**src/rtl/fx_match_pipe.sv**
```systemverilog
// fx_match_pipe: fixed-point format converter with rounding, overflow
// handling, a valid-qualified delay pipeline and an overflow event counter.
//
// Handshake: i_valid qualifies i_data on every rising edge of i_clk and is
// always accepted (no backpressure). o_valid qualifies o_data/o_ovf exactly
// DELAY cycles later. While o_valid is low, o_data/o_ovf hold the last
// valid result.
module fx_match_pipe #(
    parameter int IN_W       = 13,
    parameter int IN_FRAC    = 8,
    parameter int OUT_W      = 13,
    parameter int OUT_FRAC   = 8,
    parameter int SIGNED     = 1,
    parameter int ROUND_MODE = 0,
    parameter int OVF_MODE   = 1,
    parameter int DELAY      = 1,
    parameter int CNT_W      = 16
) (
    input  logic              i_clk,
    input  logic              i_rst_n,
    input  logic              i_valid,
    input  logic [IN_W-1:0]   i_data,
    input  logic              i_cnt_clr,
    output logic              o_valid,
    output logic [OUT_W-1:0]  o_data,
    output logic              o_ovf,
    output logic [CNT_W-1:0]  o_ovf_cnt
);

    // Number of LSBs dropped (positive) or zero bits appended (negative).
    localparam int D   = IN_FRAC - OUT_FRAC;
    localparam int SHL = (D < 0) ? -D : 0;

    // Bits needed to hold every possible quantized value. Rounding can carry
    // one position past the truncated width.
    localparam int NEED_W = (D <= 0) ? (IN_W + SHL)
                          : ((ROUND_MODE == 0) ? (IN_W - D) : (IN_W - D + 1));

    // Working width: wide enough for the shifted/rounded value plus a guard
    // bit, and always wider than the output so range compares are exact.
    localparam int Q_W0 = IN_W + SHL + 2;
    localparam int Q_W  = (Q_W0 > OUT_W + 1) ? Q_W0 : (OUT_W + 1);

    // When the output can represent every quantized value there is nothing
    // to compare against, so the overflow stage reduces to wiring.
    localparam bit NO_OVF = (OUT_W >= NEED_W);

    localparam logic [CNT_W-1:0] CNT_MAX = {CNT_W{1'b1}};

    // ------------------------------------------------------------------
    // Parameter legality
    // ------------------------------------------------------------------
    generate
        if (DELAY < 1 || DELAY > 16) begin : g_bad_delay
            $error("fx_match_pipe: DELAY must be in 1..16");
        end
        if (ROUND_MODE < 0 || ROUND_MODE > 2) begin : g_bad_round
            $error("fx_match_pipe: ROUND_MODE must be 0, 1 or 2");
        end
        if (OUT_W < 2) begin : g_bad_out_w
            $error("fx_match_pipe: OUT_W must be at least 2");
        end
    endgenerate

    // ------------------------------------------------------------------
    // Input extension
    // ------------------------------------------------------------------
    logic                 sign_bit;
    logic signed [Q_W-1:0] ext;

    assign sign_bit = (SIGNED != 0) ? i_data[IN_W-1] : 1'b0;
    assign ext      = {{(Q_W-IN_W){sign_bit}}, i_data};

    // ------------------------------------------------------------------
    // Quantization (LSB end)
    // ------------------------------------------------------------------
    logic signed [Q_W-1:0] q_val;

    generate
        if (D <= 0) begin : g_shift_left
            // Gaining fraction bits is exact: zero fill on the right.
            assign q_val = ext <<< SHL;
        end else begin : g_drop
            logic signed [Q_W-1:0] floor_val;

            // Arithmetic shift gives floor for signed and plain shift for
            // unsigned (ext is zero-extended in that case).
            assign floor_val = ext >>> D;

            if (ROUND_MODE == 0) begin : g_trunc
                assign q_val = floor_val;
            end else begin : g_round
                localparam logic [Q_W-1:0] HALF_Q   = Q_W'(1) << (D - 1);
                localparam logic [Q_W-1:0] LOW_MASK = (Q_W'(1) << D) - Q_W'(1);

                logic [Q_W-1:0] rem_q;
                logic           round_up;

                // Remainder is the dropped LSBs, always non-negative.
                assign rem_q = ext & LOW_MASK;

                if (ROUND_MODE == 1) begin : g_half_up
                    assign round_up = (rem_q >= HALF_Q);
                end else begin : g_convergent
                    // Ties go to the even neighbour.
                    assign round_up = (rem_q > HALF_Q) ||
                                      ((rem_q == HALF_Q) && floor_val[0]);
                end

                assign q_val = floor_val + $signed({{(Q_W-1){1'b0}}, round_up});
            end
        end
    endgenerate

    // ------------------------------------------------------------------
    // Overflow handling (MSB end)
    // ------------------------------------------------------------------
    logic [OUT_W-1:0] conv_data;
    logic             conv_ovf;

    generate
        if (NO_OVF) begin : g_no_ovf
            assign conv_data = q_val[OUT_W-1:0];
            assign conv_ovf  = 1'b0;
        end else begin : g_ovf
            localparam logic signed [Q_W-1:0] MAX_V = (SIGNED != 0)
                ? {{(Q_W-OUT_W+1){1'b0}}, {(OUT_W-1){1'b1}}}
                : {{(Q_W-OUT_W){1'b0}}, {OUT_W{1'b1}}};
            localparam logic signed [Q_W-1:0] MIN_V = (SIGNED != 0)
                ? {{(Q_W-OUT_W+1){1'b1}}, {(OUT_W-1){1'b0}}}
                : {Q_W{1'b0}};

            logic above;
            logic below;

            assign above    = (q_val > MAX_V);
            assign below    = (q_val < MIN_V);
            assign conv_ovf = above | below;

            if (OVF_MODE == 0) begin : g_wrap
                assign conv_data = q_val[OUT_W-1:0];
            end else begin : g_sat
                // Clamp out-of-range values to the nearest representable bound.
                always_comb begin
                    conv_data = q_val[OUT_W-1:0];
                    if (above) begin
                        conv_data = MAX_V[OUT_W-1:0];
                    end else if (below) begin
                        conv_data = MIN_V[OUT_W-1:0];
                    end
                end
            end
        end
    endgenerate

    // ------------------------------------------------------------------
    // Delay pipeline
    // ------------------------------------------------------------------
    logic [DELAY-1:0] valid_pipe;
    logic [DELAY-1:0] ovf_pipe;
    logic [OUT_W-1:0] data_pipe [DELAY];

    // Valid shifts every cycle; payload stages load only behind a valid bit
    // so bubbles (and any X on i_data) never disturb the held result.
    always_ff @(posedge i_clk) begin
        if (!i_rst_n) begin
            valid_pipe <= '0;
            ovf_pipe   <= '0;
            for (int s = 0; s < DELAY; s++) begin
                data_pipe[s] <= '0;
            end
        end else begin
            valid_pipe[0] <= i_valid;
            if (i_valid) begin
                data_pipe[0] <= conv_data;
                ovf_pipe[0]  <= conv_ovf;
            end
            for (int s = 1; s < DELAY; s++) begin
                valid_pipe[s] <= valid_pipe[s-1];
                if (valid_pipe[s-1]) begin
                    data_pipe[s] <= data_pipe[s-1];
                    ovf_pipe[s]  <= ovf_pipe[s-1];
                end
            end
        end
    end

    assign o_valid = valid_pipe[DELAY-1];
    assign o_data  = data_pipe[DELAY-1];
    assign o_ovf   = ovf_pipe[DELAY-1];

    // ------------------------------------------------------------------
    // Overflow event counter
    // ------------------------------------------------------------------
    logic ovf_event;

    assign ovf_event = o_valid & o_ovf;

    // Saturating count of flagged outputs; a clear that coincides with an
    // event keeps that event, so the count restarts at 1.
    always_ff @(posedge i_clk) begin
        if (!i_rst_n) begin
            o_ovf_cnt <= '0;
        end else if (i_cnt_clr) begin
            o_ovf_cnt <= ovf_event ? CNT_W'(1) : '0;
        end else if (ovf_event && (o_ovf_cnt != CNT_MAX)) begin
            o_ovf_cnt <= o_ovf_cnt + CNT_W'(1);
        end
    end

endmodule
```
**config.mk**
```make
export PLATFORM = sky130hd
export DESIGN_NAME = fx_match_pipe
export DESIGN_NICKNAME = d
export VERILOG_FILES = /design/src/rtl/fx_match_pipe.sv
export SDC_FILE = /design/constraint.sdc
export NUM_CORES = 1
export LEC_CHECK = 0
export CORE_ASPECT_RATIO = 1.2
export CORE_UTILIZATION = 31
export CTS_BUF_LIST = sky130_fd_sc_hd__clkbuf_2
export DETAILED_ROUTE_END_ITERATION = 12
export HOLD_SLACK_MARGIN = 0.03
export PLACE_DENSITY = 0.76
export SYNTH_ARGS = -nofsm -noshare
export SYNTH_HDL_FRONTEND = slang
export SYNTH_SLANG_ARGS = --single-unit
```
**constraint.sdc**
```tcl
create_clock -name i_clk -period 1.1 [get_ports i_clk]
set_clock_uncertainty 0.2 [all_clocks]
set_input_delay 0.165 -clock i_clk [delete_from_list [all_inputs] [get_ports i_clk]]
set_output_delay 0.165 -clock i_clk [all_outputs]
set_load 0.005 [all_outputs]
```
Word level (Yosys, flattened, before mapping)
Memory sizes are Yosys's and may differ from the RTL's.
Index checks and enable logic that the tools add are counted.

storage, ports and cells
  flip-flop bits (word level) = 17
  bits in latches = 0
  bits in writable memories = 13
  ROM bits = 0
  output and inout bits = 31
  word-level logic and storage cells = 11
  memories kept = 1

cells by class
  $add $sub $neg = 0
  $mul = 0
  div/mod/pow operators = 0
  $lt $le $gt $ge = 0
  equal/unequal tests = 0
  shift-type cells = 0
  muxes and demuxes = 7
  bitwise logic cells = 0
  reductions and logical operators = 1

memories
  name       depth  width  read ports  clocked after memory_dff  write ports  line  text
  data_pipe  1      13     1           0                         1            161   logic [OUT_W-1:0] data_pipe [DELAY];

operators by type and width
  operator          count
  $mux 16           1
  $mux 13           1
  $reduce_or 13->1  1
  $mux 1            5

Depth between registers and ports, before layout
Gate-level depths: netlist (run 1).

  depth in word-level cells = 5
  mapped depth = 2
  depth with buffers taken out = 1

Least setup slack after synthesis (run 1)
No wires, ideal clock.

  kind = in2reg
  start = input port i_valid
  end = memory data_pipe[0][0] (enable)
  setup time = 365 ps
  arrival time = 529 ps
  path slack = 6 ps
  stages on the path = 1
  buffers on the path = 0
  path through = nand2b_1

on the way
  word-level cells in the longest chain between the ends = 5

RTL lines
  item                            line  text
  from (decl)                     21    input logic i_valid,
  $mux 1 *                        174   if (i_valid) begin
  $mux 1 *                        166   if (!i_rst_n) begin
  $mux 1 (implied by the code) *  175   data_pipe[0] <= conv_data;
  $reduce_or 13->1 (no line)      -
  $mux 1 (no line) *              -
  to (decl)                       161

Every way passes the cells marked *; elsewhere a longest branch is shown, timed or not.

Final worst setup path (run 1)
  start = memory data_pipe[0][12]
  end = output port o_data[12]

on the way
  word-level cells in the longest chain between the ends = 1

RTL lines
  item          line  text
  $mem_v2 1x13  -
  to (decl)     25    output logic [OUT_W-1:0] o_data,

No other way between the ends.

==> results.cfg, run 1 <==
[run_status]
status = finished with violations
violations = DRC, setup timing

[clock_tree]
cts_sinks = 14
path_clk_slew_ps = 130
cts_tree = yes
cts_root_buf = clkbuf_2
htree_levels = 1
cts_hold_buf = 0
clk_path_buf_depth = 2
cts_buffers = 3

[synthesis]
synth_simple_gate_area_frac = 0.152
synth_xor_area_frac = 0
synth_top_cell_by_area = edfxtp_1
synthTopCellsByArea = edfxtp_1 59%, buf_4 20%, and3_1 8.5%
yosysTopAreaCellShare = 0.591
syn_avg_cell_area_um2 = 13.5
synth_fa_ha_area_frac = 0
syn-cell-area_um2 = 661
ys_seq_elements = 14
ys_types = 9
synth_top_family_by_area = buffers and inverters
yosysWarnings = 0
muxShareOfSynthArea = 0
ys_seq_area_frac = 0.621
netlist_instances = 49
synth_compound_area_frac = 0

[routing]
dr.first_iter.drc_count = 13
wl_per_cell_um = 12.0
wirelength_um = 1250
final_antenna_net_count = 0
drc = 1
first_pass_iters = 11
routed_via_density = 4.37
route.met2.wl_um = 617
num_vias = 454
wl_met1_um = 478
route.met3.wl_um = 133
highest_layer = met4

[grt]
grt_max_degree = 15
grt_pass1_wl_um = 1800
grt-ovfl-total = 0
first_global_vias = 394
antenna_found_initial = 0
track_usage = 0.109

[sta]
worst_slack_ps = -60.5
rsz0062_at_grt = true
post-route-period-util = 1.06
hold_slack_ps = 254
finalMaxSlewViolations = 0
max_freq_ghz = 0.862
timing.final.crit_period_ps = 1160
setup_viol = 13
hold_violations = 0

[layout]
multiInputGateArea_um2 = 171
seq_area_um2 = 410
layout.cells.non_filler = 104
drive_above_1_share = 0.353
syn_to_final_growth_pct = 40.2
fin_area_um2 = 926
nFillCells = 167
nNetsFinal = 103
antenna_cells = 0

[floorplanning]
ios = 48
coreArea_um2 = 1910
initial_core_util = 0.345
dieWidth_um = 44.1
die_area_um2 = 2320
die_y_um = 52.6
num_rows = 17

[pwr]
power.leakage_nw = 0.478
power_density_nw_per_um2 = 1140
peakVddDrop_mv = 0.406

[critical_path]
crit_slowest_cell = edfxtp_1
cp_slowest_stage_delay_ps = 400
end_kind = output port
critical_path_arrival_ps = 800
cp_max_fo = 1
crit_family = flip-flops
crit_chain = buf_2
cp-start-kind = flop
crit_required_ps = 730
crit_type = reg -> out
crit_buf_inv = 1

[placement]
place_ws_ps = -361
place_area_um2 = 931
portBuffers = 29
place_inst = 98
dp_hpwl_um = 946
gp_congestion = 0.633

[worst_hold_path]
hold_class = in -> reg

[run]
cap_violations = 0
-- cells in the final DEF (no fill, tap or decap), drive strengths merged, types with 2 or more instances in the layout --
master,instances
and3,13
buf,19
clkbuf,4
clkdlybuf4s50,13
conb,17
dlygate4sd2,2
edfxtp,13
-- flip-flops by register name, summed over array words and instances, names as in the netlist --
name,cells
data_pipe,13
o_valid,1
-- repair_timing --
action,in CTS,in global routing
setup endpoints to repair,33,13
resized for setup,59,0
setup buffers,1,0
cloned,1,0
-- routing by layer --
metal / vias up / track usage
met1: 210 / 0.112
met4: 0 / 0.0758
met5: - / 0
met2: 33 / 0.201
met3: 2 / 0.0103
li1: 209 / -
-- cell type report --
type	count	share of cell area
tap	19	0.0257
sequential	14	0.443
timing repair buffer	35	0.324
multi-input combinational	32	0.185
clock buffer	4	0.0216
-- stage by stage --
| step | power, mW | TNS [ps] | utilization |
|---|---|---|---|
| detailed placement | 0.853 | -9450 | 0.486 |
| CTS | 1.06 | -518 | 0.484 |
| global route | 1.11 | -1020 | 0.484 |
| floorplan | 0.743 | 0 | - |
| global placement | 0.847 | -9120 | 0.486 |
| finish | 1.06 | -371 | 0.484 |
-- worst paths after layout --
path              from         end  slack (ps)  cells past startpoint
max   data_pipe[0][12]  o_data[12]         -60                      1
min            i_valid     o_valid         250                      3
-- cell families (layout without fill, tap and decap cells) --
| group | Yosys count | count (layout) |
|---|---|---|
| simple gates | 15 | 15 |
| buf+inv | 19 | 39 |
| flops | 14 | 14 |
| other cells | 1 | 17 |
-- power by group --
part,switching (mW),leakage (nW),internal [mW]
clock,0.143,0.0166,0.0965
combinational,0.0706,0.313,0.114
sequential,0.00902,0.148,0.625
total,0.223,0.478,0.835
-- synth_stat cells (all sizes together) --
cell type,number
conb,1
edfxtp,13
and2,1
and3,13
buf,19
nand2b,1
dfxtp,1
(Power assumes the default switching activity.)
==> run 2: changes to the inputs <==
--- a/config.mk
+++ b/config.mk
@@ -11,6 +11,8 @@
 export DETAILED_ROUTE_END_ITERATION = 12
 export HOLD_SLACK_MARGIN = 0.03
 export PLACE_DENSITY = 0.76
+export SETUP_SLACK_MARGIN = 0.05
+export SLEW_MARGIN = 20
 export SYNTH_ARGS = -nofsm -noshare
 export SYNTH_HDL_FRONTEND = slang
 export SYNTH_SLANG_ARGS = --single-unit
==> results.cfg, run 2 (same netlist as run 1, synthesis figures left out) <==
[floorplanning]
initial_core_util = 0.345
ios = 48
coreArea_um2 = 1910
num_rows = 17
dieWidth_um = 44.1
die_y_um = 52.6
die_area_um2 = 2320

[clock_tree]
cts_buffers = 3
cts_hold_buf = 0
cts_tree = yes
cts_sinks = 14
path_clk_slew_ps = 130
cts_root_buf = clkbuf_2
clk_path_buf_depth = 2
htree_levels = 1

[routing]
wirelength_um = 1270
wl_per_cell_um = 12.4
drc = 4
routed_via_density = 4.25
dr.first_iter.drc_count = 9
final_antenna_net_count = 0
num_vias = 433
first_pass_iters = 8

[critical_path]
cp-start-kind = flop
cp_slowest_stage_delay_ps = 400
crit_required_ps = 730
end_kind = output port
cp_max_fo = 1
crit_buf_inv = 1
crit_slowest_cell = edfxtp_1
crit_family = flip-flops
critical_path_arrival_ps = 810
crit_type = reg -> out
crit_chain = buf_2

[sta]
finalMaxSlewViolations = 0
max_freq_ghz = 0.853
rsz0062_at_grt = true
final.setup.tns_ps = -509
hold_violations = 0
worst_slack_ps = -72.2
post-route-period-util = 1.07
setup_viol = 13
timing.final.crit_period_ps = 1170
hold_slack_ps = 291

[grt]
grt-ovfl-total = 0
antenna_found_initial = 0
first_global_vias = 407
track_usage = 0.123
grt_max_degree = 15
grt_pass1_wl_um = 1920

[layout]
syn_to_final_growth_pct = 32.6
final_cell_mix = 17 x conb_1, 14 x buf_2, 13 x edfxtp_1, 13 x clkdlybuf4s50_1, 9 x and3_1
drive_above_1_share = 0.349
nNetsFinal = 101
fin_util = 0.458
layout_commonest_cell = conb_1
top_register = data_pipe
fin_area_um2 = 876
largest_reg_flops = 13
layout.cells.non_filler = 102
antenna_cells = 0

[run_status]
status = finished with violations
violations = DRC, setup timing

[worst_hold_path]
worstHoldStart = i_valid
hold_class = in -> reg
holdPathEnd = data_pipe[0][0]
holdPathStages = 2

[run]
cap_violations = 0

[pwr]
power_density_nw_per_um2 = 1190
peakVddDrop_mv = 0.417
power.leakage_nw = 0.445
p_total_mw = 1.04

[placement]
place_ws_ps = -392
portBuffers = 29
gp_congestion = 0.620
place_area_um2 = 913
place_inst = 97
==> run 2: cell types whose count changed in the layout (fill, tap and decap cells not counted) <==
cell | previous run | this run
buf_12 | 1 | 0
buf_4 | 4 | 3
bufbuf_16 | 1 | 0
dfxtp_1 | 1 | 0
dfxtp_2 | 0 | 1
nand2b_2 | 0 | 1
==> run 2: power by group <==
part / internal, mW / total [mW] / switching (mW) / leakage [nW]
sequential: 0.625 / 0.635 / 0.00956 / 0.148
combinational: 0.0922 / 0.162 / 0.0699 / 0.280
clock: 0.0964 / 0.246 / 0.149 / 0.0166
==> run 2: worst max path at each step <==
| stage | cells past startpoint | from | endpoint | slack [ps] |
|---|---|---|---|---|
| final | 1 | data_pipe[0][2] | o_data[2] | -70 |
| after floorplan | 1 | i_valid | data_pipe[0][0] | 170 |
| after global placement | 2 | i_valid | data_pipe[0][3] | -350 |
| after CTS | 1 | data_pipe[0][2] | o_data[2] | -90 |
| after global routing | 1 | data_pipe[0][2] | o_data[2] | -110 |
| after detailed placement | 2 | i_valid | data_pipe[0][0] | -390 |
==> run 2: layer usage <==
layer  vias to the layer above  wire [µm]  global-route usage
li1                        206          -                   -
met1                       190        435               0.132
met2                        35        646               0.201
met3                         2        159              0.0138
met4                         0         27               0.121
met5                         -          0                   0
==> run 2: layout make-up <==
type	instances	area (µm²)
fill	179	1040
tap	19	23.8
clock buffer	4	20.0
sequential	14	412
timing repair buffer	32	240
multi-input combinational	33	180
==> run 2: repair_timing <==
action                                 CTS  global route
gates resized for setup                 59             1
buffers inserted                         0             0
pin swaps                                0             0
endpoints found under the hold margin    0             0
setup endpoints to repair               40            14
gates cloned                             1             0
==> run 3: changes to the inputs <==
--- a/config.mk
+++ b/config.mk
@@ -7,7 +7,7 @@
 export LEC_CHECK = 0
 export CORE_ASPECT_RATIO = 1.2
 export CORE_UTILIZATION = 31
-export CTS_BUF_LIST = sky130_fd_sc_hd__clkbuf_2
+export CTS_BUF_LIST = sky130_fd_sc_hd__clkbuf_2 sky130_fd_sc_hd__clkbuf_4 sky130_fd_sc_hd__clkbuf_8
 export DETAILED_ROUTE_END_ITERATION = 12
 export HOLD_SLACK_MARGIN = 0.03
 export PLACE_DENSITY = 0.76
==> results.cfg, run 3 (same netlist as run 1, synthesis figures left out) <==
[run_status]
status = finished with violations
violations = DRC, setup timing

[critical_path]
crit_required_ps = 730
crit_chain = buf_2
cp_num_cells = 1
cp_max_fo = 1
critical_path_arrival_ps = 790
cp-start-kind = flop
crit_type = reg -> out
crit_family = flip-flops
crit_buf_inv = 1
crit_slowest_cell = edfxtp_1
end_kind = output port
cp_slowest_stage_delay_ps = 380

[routing]
wirelength_um = 1260
routed_via_density = 4.29
first_pass_iters = 7
final_antenna_net_count = 0
wl_per_cell_um = 12.3
num_vias = 438
drc = 4
dr.first_iter.drc_count = 10

[placement]
place_area_um2 = 913
gp_congestion = 0.620
place_ws_ps = -392
portBuffers = 29

[grt]
grt-ovfl-total = 0
grt_pass1_wl_um = 1920
first_global_vias = 408
track_usage = 0.120
antenna_found_initial = 0
grt_max_degree = 15

[worst_hold_path]
hold_class = in -> reg
holdPathStages = 2
worstHoldStart = i_valid
holdPathEnd = data_pipe[0][0]

[pwr]
p_total_mw = 1.11
peakVddDrop_mv = 0.344
power.leakage_nw = 0.447
power_density_nw_per_um2 = 1250

[sta]
post-route-period-util = 1.05
rsz0062_at_grt = true
setup_viol = 13
worst_slack_ps = -54.4
hold_violations = 0
finalMaxSlewViolations = 0
final.setup.tns_ps = -340
timing.final.crit_period_ps = 1150
max_freq_ghz = 0.866

[floorplanning]
die_area_um2 = 2320
die_y_um = 52.6
coreArea_um2 = 1910
num_rows = 17
initial_core_util = 0.345
ios = 48
dieWidth_um = 44.1

[run]
cap_violations = 0

[layout]
syn_to_final_growth_pct = 34.1
drive_above_1_share = 0.349
final_cell_mix = 17 x conb_1, 14 x buf_2, 13 x edfxtp_1, 13 x clkdlybuf4s50_1, 9 x and3_1
top_register = data_pipe
fin_area_um2 = 886
largest_reg_flops = 13
antenna_cells = 0
layout_commonest_cell = conb_1
fin_util = 0.463
nNetsFinal = 101

[clock_tree]
cts_root_buf = clkbuf_4
htree_levels = 1
cts_buffers = 3
post_cts_buffers = 0
path_clk_slew_ps = 80
cts_tree = yes
clk_path_buf_depth = 2
cts_hold_buf = 0
cts_sinks = 14
==> run 3: cell counts in the layout (fill, tap and decap cells not counted) <==
No cell type changed its count.
==> run 3: worst max path at each step <==
stage | end | start | slack, ps
final | o_data[2] | data_pipe[0][2] | -50
after global routing | o_data[2] | data_pipe[0][2] | -80
after CTS | o_data[2] | data_pipe[0][2] | -70
after detailed placement | data_pipe[0][0] | i_valid | -390
after global placement | data_pipe[0][3] | i_valid | -350
after floorplan | data_pipe[0][0] | i_valid | 170
==> run 3: final cells by class <==
cell class | count | area (µm²)
Fill cell | 176 | 1030
Sequential cell | 14 | 412
Timing Repair Buffer | 32 | 240
Multi-Input combinational cell | 33 | 180
Clock buffer | 4 | 30.0
Tap cell | 19 | 23.8
==> run 3: repair_timing <==
action | in CTS | in global routing
gates cloned | 1 | 0
setup endpoints to repair | 41 | 14
resized for setup | 59 | 1
==> run 3: per-layer routing <==
layer  wire [µm]  track usage  vias to the layer above
met1         455        0.134                      196
met3         146       0.0138                        2
met5           0            0                        -
met2         626        0.196                       33
met4          27        0.106                        0
li1            -            -                      207
==> run 3: through the flow <==
step           hold slack, ps  std cells
6_report                  288        102
5_1_grt                   303        102
4_1_cts                   304        102
3_5_place_dp              663         97
3_3_place_gp              664         97
2_1_floorplan             201         65
==> run 3: power breakdown <==
part / switching [mW] / leakage (nW) / internal [mW]
Clock: 0.144 / 0.0184 / 0.165
Sequential: 0.00955 / 0.148 / 0.626
Combinational: 0.0701 / 0.280 / 0.0922
Total: 0.224 / 0.447 / 0.883
